**src/rtl/pipe_ctrl.sv**
```systemverilog
// Hazard/sequencing controller for the 5-stage core: per-register stall/flush,
// PC write/redirect control, and a redirect-pending FSM that never aborts a fetch.
module pipe_ctrl #(
  parameter int PC_W = 64
) (
  input  logic            clk,
  input  logic            reset,
  input  logic            i_valid,
  input  logic            i_data_ok,
  input  logic            d_valid,
  input  logic            d_data_ok,
  input  logic            load_use,
  input  logic            redirect,
  input  logic [PC_W-1:0] redirect_pc,
  output logic            stallF,
  output logic            stallD,
  output logic            stallE,
  output logic            stallM,
  output logic            flushF,
  output logic            flushD,
  output logic            flushE,
  output logic            flushM,
  output logic            pc_we,
  output logic            pc_redirect,
  output logic [PC_W-1:0] pc_target,
  output logic            commit_valid
);

  typedef enum logic {FETCH, DROP} state_e;

  state_e            state_q, state_d;
  logic [PC_W-1:0]   tgt_q, tgt_d;
  logic              vf_q, vd_q, ve_q, vm_q;
  logic              vf_d, vd_d, ve_d, vm_d;
  logic              dstall, fpend, rd, lu, in_drop;
  logic [3:0]        st, fl;  // raw {F,D,E,M} stall / flush requests

  assign in_drop = (state_q == DROP);
  assign dstall  = d_valid & ~d_data_ok;
  assign fpend   = i_valid & ~i_data_ok;
  assign rd      = redirect & vd_q & ~dstall;
  assign lu      = load_use & vf_q & ~dstall & ~rd;

  always_comb begin
    // NOTE: every signal written here gets a default first, so no path can infer a latch.
    st          = '0;
    fl          = '0;
    pc_we       = 1'b0;
    pc_redirect = 1'b0;
    pc_target   = redirect_pc;
    state_d     = state_q;
    tgt_d       = tgt_q;

    if (dstall) begin
      st = 4'b1110;
      fl = 4'b0001;
    end else if (rd) begin
      fl[3:2] = 2'b11;
      if (in_drop) begin
        tgt_d = redirect_pc;
      end else if (fpend) begin
        state_d = DROP;
        tgt_d   = redirect_pc;
      end else begin
        pc_we       = 1'b1;
        pc_redirect = 1'b1;
      end
    end else if (lu) begin
      st[3] = 1'b1;
      fl[2] = 1'b1;
    end else if (!in_drop && fpend) begin
      fl[3] = 1'b1;
    end else if (!in_drop) begin
      pc_we = i_valid & i_data_ok;
    end

    // The wrong-path response is discarded; its completion ignores dstall.
    if (in_drop) begin
      if (!dstall) fl[3] = 1'b1;
      if (i_data_ok && !rd) begin
        pc_we       = 1'b1;
        pc_redirect = 1'b1;
        pc_target   = tgt_q;
        state_d     = FETCH;
      end
    end

    if (reset) begin
      st          = '0;
      fl          = '1;
      pc_we       = 1'b0;
      pc_redirect = 1'b0;
    end

    {flushF, flushD, flushE, flushM} = fl;
    {stallF, stallD, stallE, stallM} = st & ~fl;

    vf_d = flushF ? 1'b0 : (stallF ? vf_q : (i_valid & i_data_ok & ~in_drop));
    vd_d = flushD ? 1'b0 : (stallD ? vd_q : vf_q);
    ve_d = flushE ? 1'b0 : (stallE ? ve_q : vd_q);
    vm_d = flushM ? 1'b0 : (stallM ? vm_q : ve_q);
  end

  // NOTE: reset is sampled on the clock edge only, so it sits inside the clocked branch.
  always_ff @(posedge clk) begin
    if (reset) begin
      state_q <= FETCH;
      tgt_q   <= '0;
      vf_q    <= 1'b0;
      vd_q    <= 1'b0;
      ve_q    <= 1'b0;
      vm_q    <= 1'b0;
    end else begin
      // NOTE: non-blocking assignments so every flop samples pre-edge values.
      state_q <= state_d;
      tgt_q   <= tgt_d;
      vf_q    <= vf_d;
      vd_q    <= vd_d;
      ve_q    <= ve_d;
      vm_q    <= vm_d;
    end
  end

  assign commit_valid = vm_q;

endmodule

```
**config.mk**
```make
export PLATFORM = sky130hd
export DESIGN_NAME = pipe_ctrl
export DESIGN_NICKNAME = d
export VERILOG_FILES = /design/src/rtl/pipe_ctrl.sv
export SDC_FILE = /design/constraint.sdc
export NUM_CORES = 1
export LEC_CHECK = 0
export ABC_AREA = 1
export CAP_MARGIN = 20
export CORE_MARGIN = 4
export CORE_UTILIZATION = 43
export DETAILED_ROUTE_END_ITERATION = 12
export MAX_ROUTING_LAYER = met4
export PLACE_DENSITY_LB_ADDON = 0.2
export SLEW_MARGIN = 20
export SYNTH_ARGS = -nofsm -noshare
export SYNTH_HDL_FRONTEND = slang
export SYNTH_SLANG_ARGS = --single-unit
export TNS_END_PERCENT = 10
```
**constraint.sdc**
```tcl
create_clock -name clk -period 1.6 [get_ports clk]
set_input_delay 0.16 -clock clk [delete_from_list [all_inputs] [get_ports clk]]
set_output_delay 0.16 -clock clk [all_outputs]
set_load 0.005 [all_outputs]
```
# Word-level counts from Yosys, hierarchy flattened
# Index checks and enable logic that the tools add are counted.
word_totals:
  reg_bits: 69
  input_bits: 72
  word_cells: 70
classes:
  bitwise_logic: 16
  reduce_logical: 10
  muxes: 38
ops:
  columns: ["cell", "count"]
  rows:
  - ["$mux 64", 4]
  - ["$mux 1", 29]
  - ["$and 1x1->1", 9]
  - ["$mux 4", 2]
  - ["$reduce_or 2->1", 4]
  - ["$not 1->1", 5]
  - ["$and 4x4->4", 1]
  - ["$mux 2", 2]
  - ["$not 4->4", 1]
  - ["$mux 3", 1]
  - ["$reduce_and 3->1", 1]
  - ["$logic_and 1x1->1", 2]
  - ["$logic_not 1->1", 2]
  - ["$reduce_bool 2->1", 1]

# Longest topological paths before layout
depth:
  word_depth: 14
  depth_mapped: 10
  ltp_nobuf: 8

# Least setup slack after synthesis
# OpenSTA, ideal clock, no wires.
synth_path:
  path_type: "register to output"
  start: "register vd_q"
  end: "output pc_target[19]"
  stages_incl_launch_ff: 8
  path_buffers: 2
  slack_ps: 408
  t_arrival_ps: 1032
  path_cell_list: "dfxtp_1 > nand2_1 > inv_2 > nand2_4 > nand3_2 > buf_6 > buf_2 > o21ai_0"
synth_between:
  elab_chain_len: 6
synth_lines:
  columns: ["element", "line_no", "source"]
  rows:
  - ["start, declared", "33", "logic vf_q, vd_q, ve_q, vm_q;"]
  - ["start signal, assigned", "118", "vd_q <= vd_d;"]
  - ["$and 1x1->1 (2 in a row)", "41", "assign rd = redirect & vd_q & ~dstall;"]
  - ["$logic_not 1->1", "80", "if (i_data_ok && !rd) begin"]
  - ["$logic_and 1x1->1", "80", null]
  - ["$mux 64", "80", null]
  - ["$mux 64", "78", "if (in_drop) begin"]
  - ["end, declared", "25", "output logic [PC_W-1:0] pc_target,"]
# Every way passes these cells.

# Final worst setup path
layout_path:
  start: "register vd_q"
  end: "output pc_target[21]"
# Same word-level chain as after synthesis.

==> tab_implementation.tex <==
\begin{tabular}{lr}
\hline
Metric & Value \\
\hline
\multicolumn{2}{l}{\textbf{Outcome}} \\
Run status & finished with violations \\
Violated checks & negative setup slack \\
\multicolumn{2}{l}{\textbf{Finish}} \\
Most common cell after layout, fill and taps aside & nor2\_1 \\
Number of antenna diodes & 0 \\
Non-Filler Instances & about 810 \\
Area of all sequential standard cells & 1380 sq um \\
Number of fillers in the final layout & 686 \\
Most used cells in the layout excluding fill and tap cells & nor2\_1, clkdlybuf4s50\_1, inv\_1, dfxtp\_1, buf\_2 \\
Final cell utilization of the core & between 70\% and 80\% \\
Final \#Nets & just under 800 \\
Fraction of layout cells with a size suffix above 1 & 27.3\% \\
Synth-to-Final Area Change & 58.4\% \\
Area of combinational cells with multiple inputs & 1780 sq um \\
\multicolumn{2}{l}{\textbf{Worst setup path}} \\
CP cell instances & nand2\_2, inv\_2, nand2\_4, nand3\_4, buf\_12, buf\_12, clkbuf\_16, nand2\_2, o21ai\_1, buf\_2 \\
CP startpoint kind & flop \\
Beginning of the critical path & vd\_q\$\_SDFFE\_PP0N\_ \\
Category of the worst setup path capture point & primary output \\
Reg-to-reg critical path endpoint & tgt\_q[40]\$\_SDFFE\_PP0P\_ \\
Required time of the critical path & 1.44 ns \\
FF-to-FF path depth & 11 \\
Library cell contributing the largest single delay on the critical path & dfxtp\_2 \\
Critical setup path kind & flop to primary output \\
Reg-to-reg critical path startpoint & vd\_q\$\_SDFFE\_PP0N\_ \\
Largest stage delay, worst path & 0.33 ns \\
Worst setup endpoint & pc\_target[21] \\
Critical path data arrival time & 1.65 ns \\
Critical-path maximum fanout & 6 \\
Setup slack on the worst flop-to-flop path & 0.07 ns \\
\multicolumn{2}{l}{\textbf{Detailed routing}} \\
Drt initial violations & around 130 \\
Total length of routed wires & 11.1 mm \\
Antenna-violating nets left & 0 \\
Drt wl/cell & 13.7 um \\
Vias per inst & 4.88 \\
Number of vias in the routed layout & 3,940 \\
Remaining routing DRC violations & 0 \\
Total iterations of the first detailed-routing run & 4 \\
\multicolumn{2}{l}{\textbf{Power and ir drop}} \\
Worst IR Drop VDD & 449 uV \\
Register share of total power & 44.1\% \\
Internal cell power & roughly 3.0 mW \\
Clock network fraction of design power & between 40\% and 50\% \\
Power spent charging and discharging nets & 943 uW \\
PwrDens & about 720 nW/um\^{}2 \\
Fraction of power spent switching nets & 23.9\% \\
Lkg Pwr & about 2.3 nW \\
Combinational group share of total power & 15.6\% \\
\multicolumn{2}{l}{\textbf{STA}} \\
Crit share post-route & 113\% \\
Fmax & 552 MHz \\
Final setup violating endpoints & 67 \\
Layout Skew & roughly 0.01 ns \\
RSZ-0062 raised after global routing & true \\
Hold Vio Cnt, Final & 0 \\
Minimum clock period after layout & roughly 1.8 ns \\
Hold slack & 0.353 ns \\
Count of final max-slew check failures & 0 \\
Final worst setup slack & -0.212 ns \\
Summed negative setup slack over all endpoints & -8.81 ns \\
\multicolumn{2}{l}{\textbf{Synthesis}} \\
Number of nets produced by synthesis & a little over 600 \\
Part of the Yosys area used for sequential elements & between 30\% and 40\% \\
Mapped Area & 3480 sq um \\
Post-synth top area cell & dfxtp\_1 \\
Flip-flop and latch count after synthesis & 69 \\
Average cell area after synthesis & between 6 and 7 sq um \\
Fraction of synthesized cell area taken by the top area cell type & 39.7\% \\
Post-synth cell types & 17 \\
Dominant cells by area after synthesis & dfxtp\_1, nor2\_1, o21ai\_0 \\
Post-Syn Instances & 540 \\
Yosys warning count & 0 \\
\multicolumn{2}{l}{\textbf{Clocking}} \\
Htree depth & 3 \\
Clock transition at path regs & 0.07 ns \\
Worst-Skew Late Latency & 0.34 ns \\
Number of buffers on the longest clock path & 2 \\
Root Buffer & clkbuf\_8 \\
CTS tree & done \\
Post-cts hold buffer count & 0 \\
Number of CTS-inserted buffers & 9 \\
Clock sink total & between 60 and 70 \\
\multicolumn{2}{l}{\textbf{Place}} \\
Weighted congestion at the end of routability-driven global placement & 0.859 \\
Post-detail-place hpwl & 7.05 mm \\
Cell Count Post-Placement & 774 \\
Count of buffers from port buffering & about 150 \\
\multicolumn{2}{l}{\textbf{Global route}} \\
Largest net degree at the start of global routing & 48 \\
Gr usage total & approximately 22\% \\
Antenna violations before repair & 0 \\
GRT Residual Overflow & 0 \\
Vias in the first global route & 3,666 \\
First-pass GRT wire length & 17.2 mm \\
\multicolumn{2}{l}{\textbf{Flow run}} \\
Number of max-cap violations & 0 \\
\multicolumn{2}{l}{\textbf{Floorplanning}} \\
Placeable core area & 7810 sq um \\
Width of the chip & $\sim$100 um \\
Total I/O pin count & 147 \\
Initial core utilization & 44.5\% \\
Height of the die & 97.9 um \\
Die area & 9590 sq um \\
Total number of placement rows & 32 \\
\multicolumn{2}{l}{\textbf{Min path}} \\
Worst hold-check path type & input port to flop \\
\hline
\end{tabular}
## cell type report
class                   count  share of cell area (%)
flip-flops and latches     69                    25.1
well taps                 102                    2.32
multi-input cells         359                    32.4
clock buffers              11                    2.57
clock inverters             5                    1.50
repair buffers            188                    31.0
inverters                  74                    5.09
## flip-flops by register name, indices dropped and copies added (netlist names)
register,count
in_drop,1
vd_q,1
tgt_q,64
commit_valid,1
ve_q,1
vf_q,1
## metal layers
layer	global-route usage, %	part of all wire [%]	up-vias
met2	38.7	51	114
met1	25.7	41	1814
met4	6.71	1.7	0
met5	-	0	-
li1	-	-	1996
met3	4.71	5.7	16
## power by group through the flow
stage | logic, mW | registers (mW) | clock network (mW)
after floorplan | 0.203 | 1.78 | 0
after global placement | 0.633 | 1.78 | 0
after detailed placement | 0.644 | 1.78 | 0
after CTS | 0.581 | 1.74 | 1.62
after global routing | 0.674 | 1.74 | 1.70
final | 0.615 | 1.74 | 1.59
## metrics by stage
step                      power [mW]  cell area [sq um]  worst slack (ns)
after global routing            4.12               5510            -0.291
after global placement          2.41               5030            -0.439
after CTS                       3.94               5280            -0.207
after detailed placement        2.43               5030            -0.461
after floorplan                 1.98               3480             0.408
final                           3.95               5510            -0.212
## Yosys cell counts
library cell,count
conb_1,1
buf_6,13
nand3_2,1
buf_4,4
o21ai_1,33
dfxtp_1,69
nand2_2,1
nand3_1,6
nand2_1,77
nor2_1,136
inv_1,69
buf_2,12
inv_2,5
a21oi_1,4
o21ai_0,98
clkbuf_1,9
nand2_4,2
## what timing repair did
action	CTS	global route
endpoints found under the hold margin	0	0
buffers inserted	8	2
gates cloned	6	2
setup endpoints to repair	72	70
pin swaps	1	2
gates resized for setup	363	59
## worst max-delay path, delay by kind of cell, from the launching register on
family / cells / cell delay (ns)
AOI/OAI and AO/OA: 1 / 0.07
buffers and inverters: 5 / 0.66
DFF: 1 / 0.33
and+or+nand+nor: 4 / 0.28
## worst min-delay path by stage
stage                                    endpoint               from  cells after the start
after global routing           in_drop$_SDFF_PP0_              reset                      2
after global placement    commit_valid$_SDFF_PP0_  ve_q$_SDFFE_PP0N_                      2
after floorplan                in_drop$_SDFF_PP0_              reset                      1
final                          in_drop$_SDFF_PP0_              reset                      2
after detailed placement  commit_valid$_SDFF_PP0_  ve_q$_SDFFE_PP0N_                      2
after CTS                      in_drop$_SDFF_PP0_              reset                      2
## cell families (layout without fill, tap and decap cells)
kind of cell | count (synthesis) | count (layout) | synth area share (%)
buf+inv | 112 | 278 | 15.8
other cells | 1 | 1 | 0.108
compound gates | 135 | 135 | 19.4
flops | 69 | 69 | 39.7
simple gates | 223 | 223 | 25.0
(Power assumes the default switching activity.)
